==> src/rtl/fetch_unit_pkg.sv <==
// Shared constants for the fetch stage: condition codes, PSR bit positions
// and instruction field bounds.
package fetch_unit_pkg;

    localparam int ADDRWIDTH_DEFAULT = 16;

    // PSR flag positions within psr[4:0] = {N,Z,F,L,C}
    localparam int PSR_N = 4;
    localparam int PSR_Z = 3;
    localparam int PSR_F = 2;
    localparam int PSR_L = 1;
    localparam int PSR_C = 0;

    // Instruction field bounds
    localparam int COND_HI = 11;
    localparam int COND_LO = 8;
    localparam int DISP_HI = 7;
    localparam int DISP_LO = 0;
    localparam int DISP_W  = DISP_HI - DISP_LO + 1;
    localparam int RTGT_HI = 3;
    localparam int RTGT_LO = 0;

    typedef enum logic [3:0] {
        CC_EQ = 4'h0,
        CC_NE = 4'h1,
        CC_CS = 4'h2,
        CC_CC = 4'h3,
        CC_HI = 4'h4,
        CC_LS = 4'h5,
        CC_GT = 4'h6,
        CC_LE = 4'h7,
        CC_FS = 4'h8,
        CC_FC = 4'h9,
        CC_LO = 4'hA,
        CC_HS = 4'hB,
        CC_LT = 4'hC,
        CC_GE = 4'hD,
        CC_UC = 4'hE,
        CC_NV = 4'hF
    } cond_e;

endpackage

==> src/rtl/fetch_unit_cond_eval.sv <==
// Combinational condition-code evaluator against the PSR flags.
module cond_eval
    import fetch_unit_pkg::*;
(
    input  logic [3:0] cond,
    input  logic [4:0] psr,
    output logic       true
);

    // Decode the 4-bit condition code into a single pass/fail bit
    always_comb begin
        true = 1'b0;
        case (cond_e'(cond))
            CC_EQ:   true = psr[PSR_Z];
            CC_NE:   true = !psr[PSR_Z];
            CC_CS:   true = psr[PSR_C];
            CC_CC:   true = !psr[PSR_C];
            CC_HI:   true = psr[PSR_L];
            CC_LS:   true = !psr[PSR_L];
            CC_GT:   true = psr[PSR_N];
            CC_LE:   true = !psr[PSR_N];
            CC_FS:   true = psr[PSR_F];
            CC_FC:   true = !psr[PSR_F];
            CC_LO:   true = !psr[PSR_L] && !psr[PSR_Z];
            CC_HS:   true = psr[PSR_L] || psr[PSR_Z];
            CC_LT:   true = !psr[PSR_N] && !psr[PSR_Z];
            CC_GE:   true = psr[PSR_N] || psr[PSR_Z];
            CC_UC:   true = 1'b1;
            default: true = 1'b0;
        endcase
    end

endmodule

==> src/rtl/fetch_unit.sv <==
// Fetch stage: PC, instruction register, branch/jump redirect and JAL
// return-address capture. All outputs are registered.
module fetch_unit
    import fetch_unit_pkg::*;
#(
    parameter int                   ADDRWIDTH = ADDRWIDTH_DEFAULT,
    parameter logic [ADDRWIDTH-1:0] RESET_PC  = '0
) (
    input  logic                 clk,
    input  logic                 rst,
    input  logic                 pc_en,
    input  logic                 ir_load,
    input  logic                 branch,
    input  logic                 jump,
    input  logic                 link,
    input  logic [4:0]           psr,
    input  logic [15:0]          jtarget,
    input  logic [15:0]          rom_data,
    output logic [ADDRWIDTH-1:0] rom_addr,
    output logic [15:0]          inst,
    output logic [ADDRWIDTH-1:0] cur_pc,
    output logic [ADDRWIDTH-1:0] ra,
    output logic                 taken
);

    logic [ADDRWIDTH-1:0] pc_q;
    logic [ADDRWIDTH-1:0] cur_pc_q;
    logic [ADDRWIDTH-1:0] ra_q;
    logic [15:0]          ir_q;
    logic                 taken_q;

    logic                 cond_true;
    logic [ADDRWIDTH-1:0] disp_ext;
    logic [ADDRWIDTH-1:0] br_target;
    logic [ADDRWIDTH-1:0] jmp_target;

    cond_eval u_cond_eval (
        .cond (ir_q[COND_HI:COND_LO]),
        .psr  (psr),
        .true (cond_true)
    );

    assign disp_ext   = {{(ADDRWIDTH-DISP_W){ir_q[DISP_HI]}}, ir_q[DISP_HI:DISP_LO]};
    assign br_target  = cur_pc_q + disp_ext;
    assign jmp_target = jtarget[ADDRWIDTH-1:0];

    // PC / IR / RA update with priority jump > branch > ir_load
    always_ff @(posedge clk) begin
        if (!rst) begin
            pc_q     <= RESET_PC;
            cur_pc_q <= '0;
            ir_q     <= '0;
            ra_q     <= '0;
            taken_q  <= 1'b0;
        end else if (!pc_en) begin
            taken_q  <= 1'b0;
        end else begin
            taken_q <= 1'b0;
            if (jump) begin
                if (link) begin
                    ra_q    <= pc_q;
                    pc_q    <= jmp_target;
                    taken_q <= 1'b1;
                end else if (cond_true) begin
                    pc_q    <= jmp_target;
                    taken_q <= 1'b1;
                end
            end else if (branch) begin
                if (cond_true) begin
                    pc_q    <= br_target;
                    taken_q <= 1'b1;
                end
            end else if (ir_load) begin
                ir_q     <= rom_data;
                cur_pc_q <= pc_q;
                pc_q     <= pc_q + ADDRWIDTH'(1);
            end
        end
    end

    assign rom_addr = pc_q;
    assign inst     = ir_q;
    assign cur_pc   = cur_pc_q;
    assign ra       = ra_q;
    assign taken    = taken_q;

endmodule

==> config.mk <==
export PLATFORM = sky130hd
export DESIGN_NAME = fetch_unit
export DESIGN_NICKNAME = d
export VERILOG_FILES = /design/src/rtl/fetch_unit_pkg.sv /design/src/rtl/fetch_unit_cond_eval.sv /design/src/rtl/fetch_unit.sv
export SDC_FILE = /design/constraint.sdc
export NUM_CORES = 1
export LEC_CHECK = 0
export CORE_AREA = 2 2 93 95
export DETAILED_ROUTE_END_ITERATION = 16
export DIE_AREA = 0 0 95 97
export GPL_TIMING_DRIVEN = 0
export PLACE_DENSITY = 0.81
export SLEW_MARGIN = 30
export SYNTH_ARGS = -nofsm -noshare
export SYNTH_HDL_FRONTEND = slang
export SYNTH_SLANG_ARGS = --single-unit
export TNS_END_PERCENT = 10
==> constraint.sdc <==
create_clock -name clk -period 2.4 [get_ports clk]
set_input_delay 0.48 -clock clk [delete_from_list [all_inputs] [get_ports clk]]
set_output_delay 0.48 -clock clk [all_outputs]
set_load 0.01 [all_outputs]
Word-level counts from Yosys, hierarchy flattened:

Cells that the tools add are included.

* output and inout bits: 65
* register bits: 65

* bitwise operators: 2
* muxes and demuxes: 11
* eq/ne operators: 16
* reductions and logical operators: 15
* $add $sub $neg: 2

Operator list (number)
* two-way mux 16 bit: 6
* equality test 4 bit, second input constant: 7
* adder 16 x 1 -> 16 bit, second input constant: 1
* adder 16 bit: 1
* equality test 4 x 3 -> 1 bit, second input constant: 4
* case mux 1 bit (15 select lines): 1
* equality test 4 x 2 -> 1 bit, second input constant: 2
* AND reduction 4 bit: 2
* inequality test 3 x 1 -> 1 bit, second input constant: 2
* zero test 1 bit: 5
* equality test 4 x 1 -> 1 bit, second input constant: 1
* zero test 4 bit: 1
* two-way mux 1 bit: 4
* AND reduction 3 bit: 1
* nonzero test 3 bit: 1
* logical AND 1 bit: 2
* logical OR 1 bit: 2
* NOT 1 bit: 2
* AND reduction 2 bit: 1

Depth between registers and ports, before layout:

Gate-level depths: netlist (run 1).

* depth after elaboration: 6
* gate-level depth with buffers: 9
* mapped depth without buffers: 9

Cells and area by module:

A second synthesis (run 1) with hierarchy kept.

* cell total of the unflattened synthesis: 512
* area, all modules: 3877.5 um2

By module, submodules not included
* fetch_unit: times used 1, sequential area each 1301.2 um2, area an instance 3697.3 um2, cells each 487
* cond_eval: times used 1, sequential area each 0.0 um2, area an instance 180.2 um2, cells each 25

Worst setup path before layout (run 1):

Ideal clock, no wire load.

* path kind: flip-flop to flip-flop
* start: reg ir_q[0] (netlist: inst[0])
* end: reg pc_q[10] (netlist: rom_addr[10])
* stages on the path, launching flop included: 10
* path buffers: 0
* setup time: 0.124 ns
* slack: 0.155 ns
* clock period less this slack: 2.245 ns
* arrival time: 2.121 ns
* path through: dfxtp_1 > ha_1 > inv_1 > fa_1 > nor2b_1 > o31a_1 > o21ai_0 > or4b_2 > o211ai_1 > mux2i_1

* cells in the longest elaborated chain, start to end: 4

RTL lines
* start, declared: RTL line fetch_unit.sv:29 `logic [15:0] ir_q;`
* start signal, assigned: RTL line fetch_unit.sv:74 `ir_q <= rom_data;`
* adder 16 bit: RTL line fetch_unit.sv:44 `assign br_target = cur_pc_q + disp_ext;`
* two-way mux 16 bit: RTL line fetch_unit.sv:69 `if (cond_true) begin`
* two-way mux 16 bit: RTL line fetch_unit.sv:68 `end else if (branch) begin`
* two-way mux 16 bit: RTL line fetch_unit.sv:59 `if (jump) begin`
* end signal, assigned: RTL line fetch_unit.sv:62 `pc_q <= jmp_target;`
* end signal, assigned: RTL line fetch_unit.sv:65 `pc_q <= jmp_target;`
* end signal, assigned: RTL line fetch_unit.sv:70 `pc_q <= br_target;`
* end, declared: RTL line fetch_unit.sv:26 `logic [ADDRWIDTH-1:0] pc_q;`

Every way passes these cells. The select of a mux whose other input is x is not followed.
A chain may end at the register's enable or synchronous reset.

Worst setup path in the final report (run 1):

* start: in psr[0]
* end: reg pc_q[1] (netlist: rom_addr[1])

* cells in the longest elaborated chain, start to end: 4

RTL lines
* start, declared: RTL line fetch_unit.sv:16 `input logic [4:0] psr,`
* zero test 1 bit: RTL line fetch_unit_cond_eval.sv:17 `CC_CC: true = !psr[PSR_C];`
* case mux 1 bit (15 select lines) *: RTL line fetch_unit_cond_eval.sv:13 `case (cond_e'(cond))`
* inequality test 3 x 1 -> 1 bit (no line)
* AND reduction 4 bit (no line) *

Mark *: on every way between the ends. The rest lies on a longest branch, timed or not.

==> key figures, run 1 <==
CTS
  • Clock network latency to the later pin of the worst-skew pair: 0.37 ns
  • Reg clk slew, reported paths: approximately 0.090 ns
  • Sinks on Clock Net: 65
  • Number of buffers added to fix hold violations after cts: 0
  • TritonCTS clock tree: done
  • Maximum buffer depth of the clock tree: 2
  • Number of H-tree levels: 3
  • Number of buffers added by the clock tree synthesis step: 9
  • CTS root buffer: sky130_fd_sc_hd__clkbuf_8

Setup path
  • Worst-path fanout max: 10
  • Worst reg-to-reg setup slack: 0.10 ns
  • Type of element launching the critical path: primary input
  • CP Data Arrival Time: 2.59 ns
  • Type of destination of the critical path: register
  • Crit path kind: in -> reg
  • Critical path data required time: 2.64 ns

Floorplan
  • Area of the placeable core: 8130 um^2
  • Starting density of the core: 0.470
  • Row count: 33
  • IO Pins: 109
  • Horizontal extent of the die: around 95 um
  • Die Y: a little under 100 um
  • Die Footprint: ~9200 um^2

Final layout
  • Post-layout net count: a little under 700
  • Post-layout instance count excluding filler cells: 738
  • Area growth syn-to-layout: 40.5%
  • Share of layout cells above drive strength 1: 0.0774
  • Ant diodes: 0
  • Total of fill cells in the finished design: 738
  • Util after Layout: 0.660

Route
  • Avg Vias per Cell: about 6
  • Overall via count from detail_route: 4323
  • Wire per inst: 18.3 um
  • DR pass1 iterations: 6
  • Antenna Violating Nets Remaining: 0
  • # DRC: 0
  • Final WL: between 10000 and 15000 um
  • 1st-iter DRT viols: 286

Job
  • Number of max-cap violations: 0

Synth
  • Average cell area after synthesis: 7.48 um^2
  • Async set-or-reset flop fraction in the synthesized netlist: 0
  • Distinct cells, synth: 63
  • Synthesized cell area: 3820 um^2
  • Synth Instances: 511
  • Top_reg_cell synth: sky130_fd_sc_hd__dfxtp_1
  • Sequential-to-total area share from yosys stat: 0.340
  • Warnings from Yosys: 0
  • Mapped Nets: 572
  • Number of synthesized register bits: 65
  • Number of synthesized flops with an enable pin: 0

Place
  • Instance count after placement with tap cells included: 723
  • GPL Wtd Cong: 0.886
  • Detailed placement HPWL: approximately 10000 um
  • # port buffers: 107

STA
  • Setup repair after global routing missed its margin: true
  • Final critical path time including I/O delays and setup: 2.35 ns
  • Final Cycle Share: 0.978
  • Worst-case clock skew: 0.0150 ns
  • Worst hold slack: around 0.46 ns
  • Pins Over Slew Limit: 0
  • Number of hold-slack violations in the final timing report: 0
  • Actual slew at the worst max-slew pin: 0.706 ns
  • Maximum clock frequency: around 430 MHz
  • Final setup fails: 0
  • Remaining max-slew budget at the tightest pin: 0.529

Global routing
  • Number of antenna violations at the first check in global routing: 0
  • Pin count of the biggest net entering global routing: 14
  • Vias in the first global route: 4196
  • Wire length of the first global-routing pass: ~21000 um
  • Total overflow reported by the global router: 0
  • Overall fraction of global-route tracks in use: 0.291

Pwr
  • Areal power density over the cells: 489 nW/um^2
  • Power after layout: 2.62 mW
  • Static leakage power: 1.95 nW
  • Peak supply drop: 326 uV

Outcome
  • Result of the run: finished clean

Min path
  • Hold Crit Class: reg -> reg
## repair_timing
action,in CTS,in global routing
pin swaps,1,5
setup endpoints to repair,45,36
gates cloned,0,0
gates resized for setup,13,20
setup buffers,0,1
## stage by stage
stage          TNS [ns]  cell area [um^2]  worst slack [ns]
2_1_floorplan         0              3820             0.155
3_3_place_gp     -23.69              5020            -0.775
3_5_place_dp     -25.33              5020            -0.764
4_1_cts               0              5270           0.00433
5_1_grt         -0.0137              5370           -0.0137
6_report              0              5370            0.0519
## cells in the mapped netlist (5+ instances only)
master	instances	share of area
sky130_fd_sc_hd__nand2_1	133	0.13
sky130_fd_sc_hd__a21oi_1	70	0.092
sky130_fd_sc_hd__dfxtp_1	65	0.34
sky130_fd_sc_hd__clkbuf_1	29	0.028
sky130_fd_sc_hd__o21ai_0	17	0.022
sky130_fd_sc_hd__ha_1	16	0.052
sky130_fd_sc_hd__nor2_1	15	0.015
sky130_fd_sc_hd__inv_1	13	0.013
sky130_fd_sc_hd__xnor2_1	11	0.025
sky130_fd_sc_hd__nor3_1	10	0.013
sky130_fd_sc_hd__nand3_1	9	0.012
sky130_fd_sc_hd__o211ai_1	8	0.016
sky130_fd_sc_hd__mux2i_1	7	0.018
sky130_fd_sc_hd__and3_1	6	0.0098
sky130_fd_sc_hd__nand2b_1	6	0.0098
sky130_fd_sc_hd__o221ai_1	6	0.014
sky130_fd_sc_hd__xor2_1	6	0.014
sky130_fd_sc_hd__a21o_1	5	0.0098
sky130_fd_sc_hd__a311oi_1	5	0.011
sky130_fd_sc_hd__a31oi_1	5	0.0082
## cell type report
cell class | count | area [um^2] | area share
Inverter | 14 | 52.6 | 0.00979
Sequential cell | 65 | 1310 | 0.243
Timing Repair Buffer | 108 | 1080 | 0.202
Clock buffer | 9 | 124 | 0.0231
Tap cell | 105 | 131 | 0.0245
Multi-Input combinational cell | 396 | 2450 | 0.456
Buffer | 34 | 145 | 0.0270
Clock inverter | 7 | 77.6 | 0.0144
## flip-flops by register name (all words and copies together) (netlist names)
signal    count
cur_pc       16
inst         16
ra           16
taken         1
rom_addr     16
## routing by layer
metal  global-route usage  vias up  share of wire  wire [um]
met2                0.496      194           0.48       6480
met4               0.0981        0          0.028        379
met3               0.0491       35          0.069        926
li1                     -     2059              -          -
met1                0.368     2035           0.42       5690
met5                    0        -              0          0
## layout by cell type (no fill, tap or decap), types with 3 or more instances in the layout
| cell type | netlist | layout |
|---|---|---|
| sky130_fd_sc_hd__a21o_1 | 5 | 5 |
| sky130_fd_sc_hd__a21oi_1 | 70 | 70 |
| sky130_fd_sc_hd__a311oi_1 | 5 | 5 |
| sky130_fd_sc_hd__a31oi_1 | 5 | 4 |
| sky130_fd_sc_hd__and3_1 | 6 | 6 |
| sky130_fd_sc_hd__buf_2 | 3 | 4 |
| sky130_fd_sc_hd__clkbuf_1 | 29 | 26 |
| sky130_fd_sc_hd__clkbuf_8 | 0 | 9 |
| sky130_fd_sc_hd__clkdlybuf4s50_1 | 0 | 105 |
| sky130_fd_sc_hd__dfxtp_1 | 65 | 64 |
| sky130_fd_sc_hd__ha_1 | 16 | 15 |
| sky130_fd_sc_hd__inv_1 | 13 | 13 |
| sky130_fd_sc_hd__mux2i_1 | 7 | 7 |
| sky130_fd_sc_hd__nand2_1 | 133 | 133 |
| sky130_fd_sc_hd__nand2b_1 | 6 | 6 |
| sky130_fd_sc_hd__nand3_1 | 9 | 8 |
| sky130_fd_sc_hd__nand4_1 | 4 | 4 |
| sky130_fd_sc_hd__nor2_1 | 15 | 14 |
| sky130_fd_sc_hd__nor3_1 | 10 | 9 |
| sky130_fd_sc_hd__o211ai_1 | 8 | 8 |
| sky130_fd_sc_hd__o21a_1 | 3 | 3 |
| sky130_fd_sc_hd__o21ai_0 | 17 | 14 |
| sky130_fd_sc_hd__o21bai_1 | 3 | 3 |
| sky130_fd_sc_hd__o221ai_1 | 6 | 6 |
| sky130_fd_sc_hd__o32ai_1 | 3 | 3 |
| sky130_fd_sc_hd__or3_1 | 3 | 3 |
| sky130_fd_sc_hd__xnor2_1 | 11 | 11 |
| sky130_fd_sc_hd__xor2_1 | 6 | 6 |
## power breakdown
group / switching [mW] / internal, mW / total, mW / leakage, nW
combinational: 0.245 / 0.230 / 0.474 / 1.32
clock: 0.487 / 0.488 / 0.975 / 0.100
sequential: 0.0585 / 1.12 / 1.17 / 0.528
## critical path: stages
cell,delay (ns)
sky130_fd_sc_hd__clkdlybuf4s50_1,0.42
sky130_fd_sc_hd__and3b_1,0.20
sky130_fd_sc_hd__a211oi_2,0.31
sky130_fd_sc_hd__a2111oi_4,0.11
sky130_fd_sc_hd__or4_4,0.54
sky130_fd_sc_hd__buf_4,0.20
sky130_fd_sc_hd__o221ai_1,0.21
sky130_fd_sc_hd__a21oi_1,0.11
## path summary, 6_finish.rpt
check / start / endpoint / cells after the start
worst max-delay path: psr[0] / rom_addr[1]$_SDFFE_PN0P_ / 8
worst min-delay path: ra[10]$_SDFFE_PN0P_ / ra[10]$_SDFFE_PN0P_ / 2
worst max register to register: inst[7]$_SDFFE_PN0P_ / rom_addr[15]$_SDFFE_PN0P_ / 8
worst min register to register: ra[10]$_SDFFE_PN0P_ / ra[10]$_SDFFE_PN0P_ / 2
## cells by family (layout without fill, tap and decap cells)
logic type | count (synthesis) | count (layout) | synth area share
AO/OA/AOI/OAI | 155 | 155 | 0.259
XOR/XNOR | 17 | 17 | 0.0390
adder cells (fa/ha/maj) | 17 | 17 | 0.0576
buffers and inverters | 50 | 172 | 0.0530
flip-flops | 65 | 65 | 0.340
multiplexers | 8 | 8 | 0.0213
AND/OR/NAND/NOR | 199 | 199 | 0.229
No activity file was read; power rests on OpenSTA's default activity.
==> run 2: changes to the inputs <==
--- a/config.mk
+++ b/config.mk
@@ -10,7 +10,7 @@
 export DIE_AREA = 0 0 95 97
 export GPL_TIMING_DRIVEN = 0
 export PLACE_DENSITY = 0.81
-export SLEW_MARGIN = 30
+export SLEW_MARGIN = 0
 export SYNTH_ARGS = -nofsm -noshare
 export SYNTH_HDL_FRONTEND = slang
 export SYNTH_SLANG_ARGS = --single-unit
==> results of run 2 <==
Same layout as run 1: the final DEF is identical, and so are final timing and power.
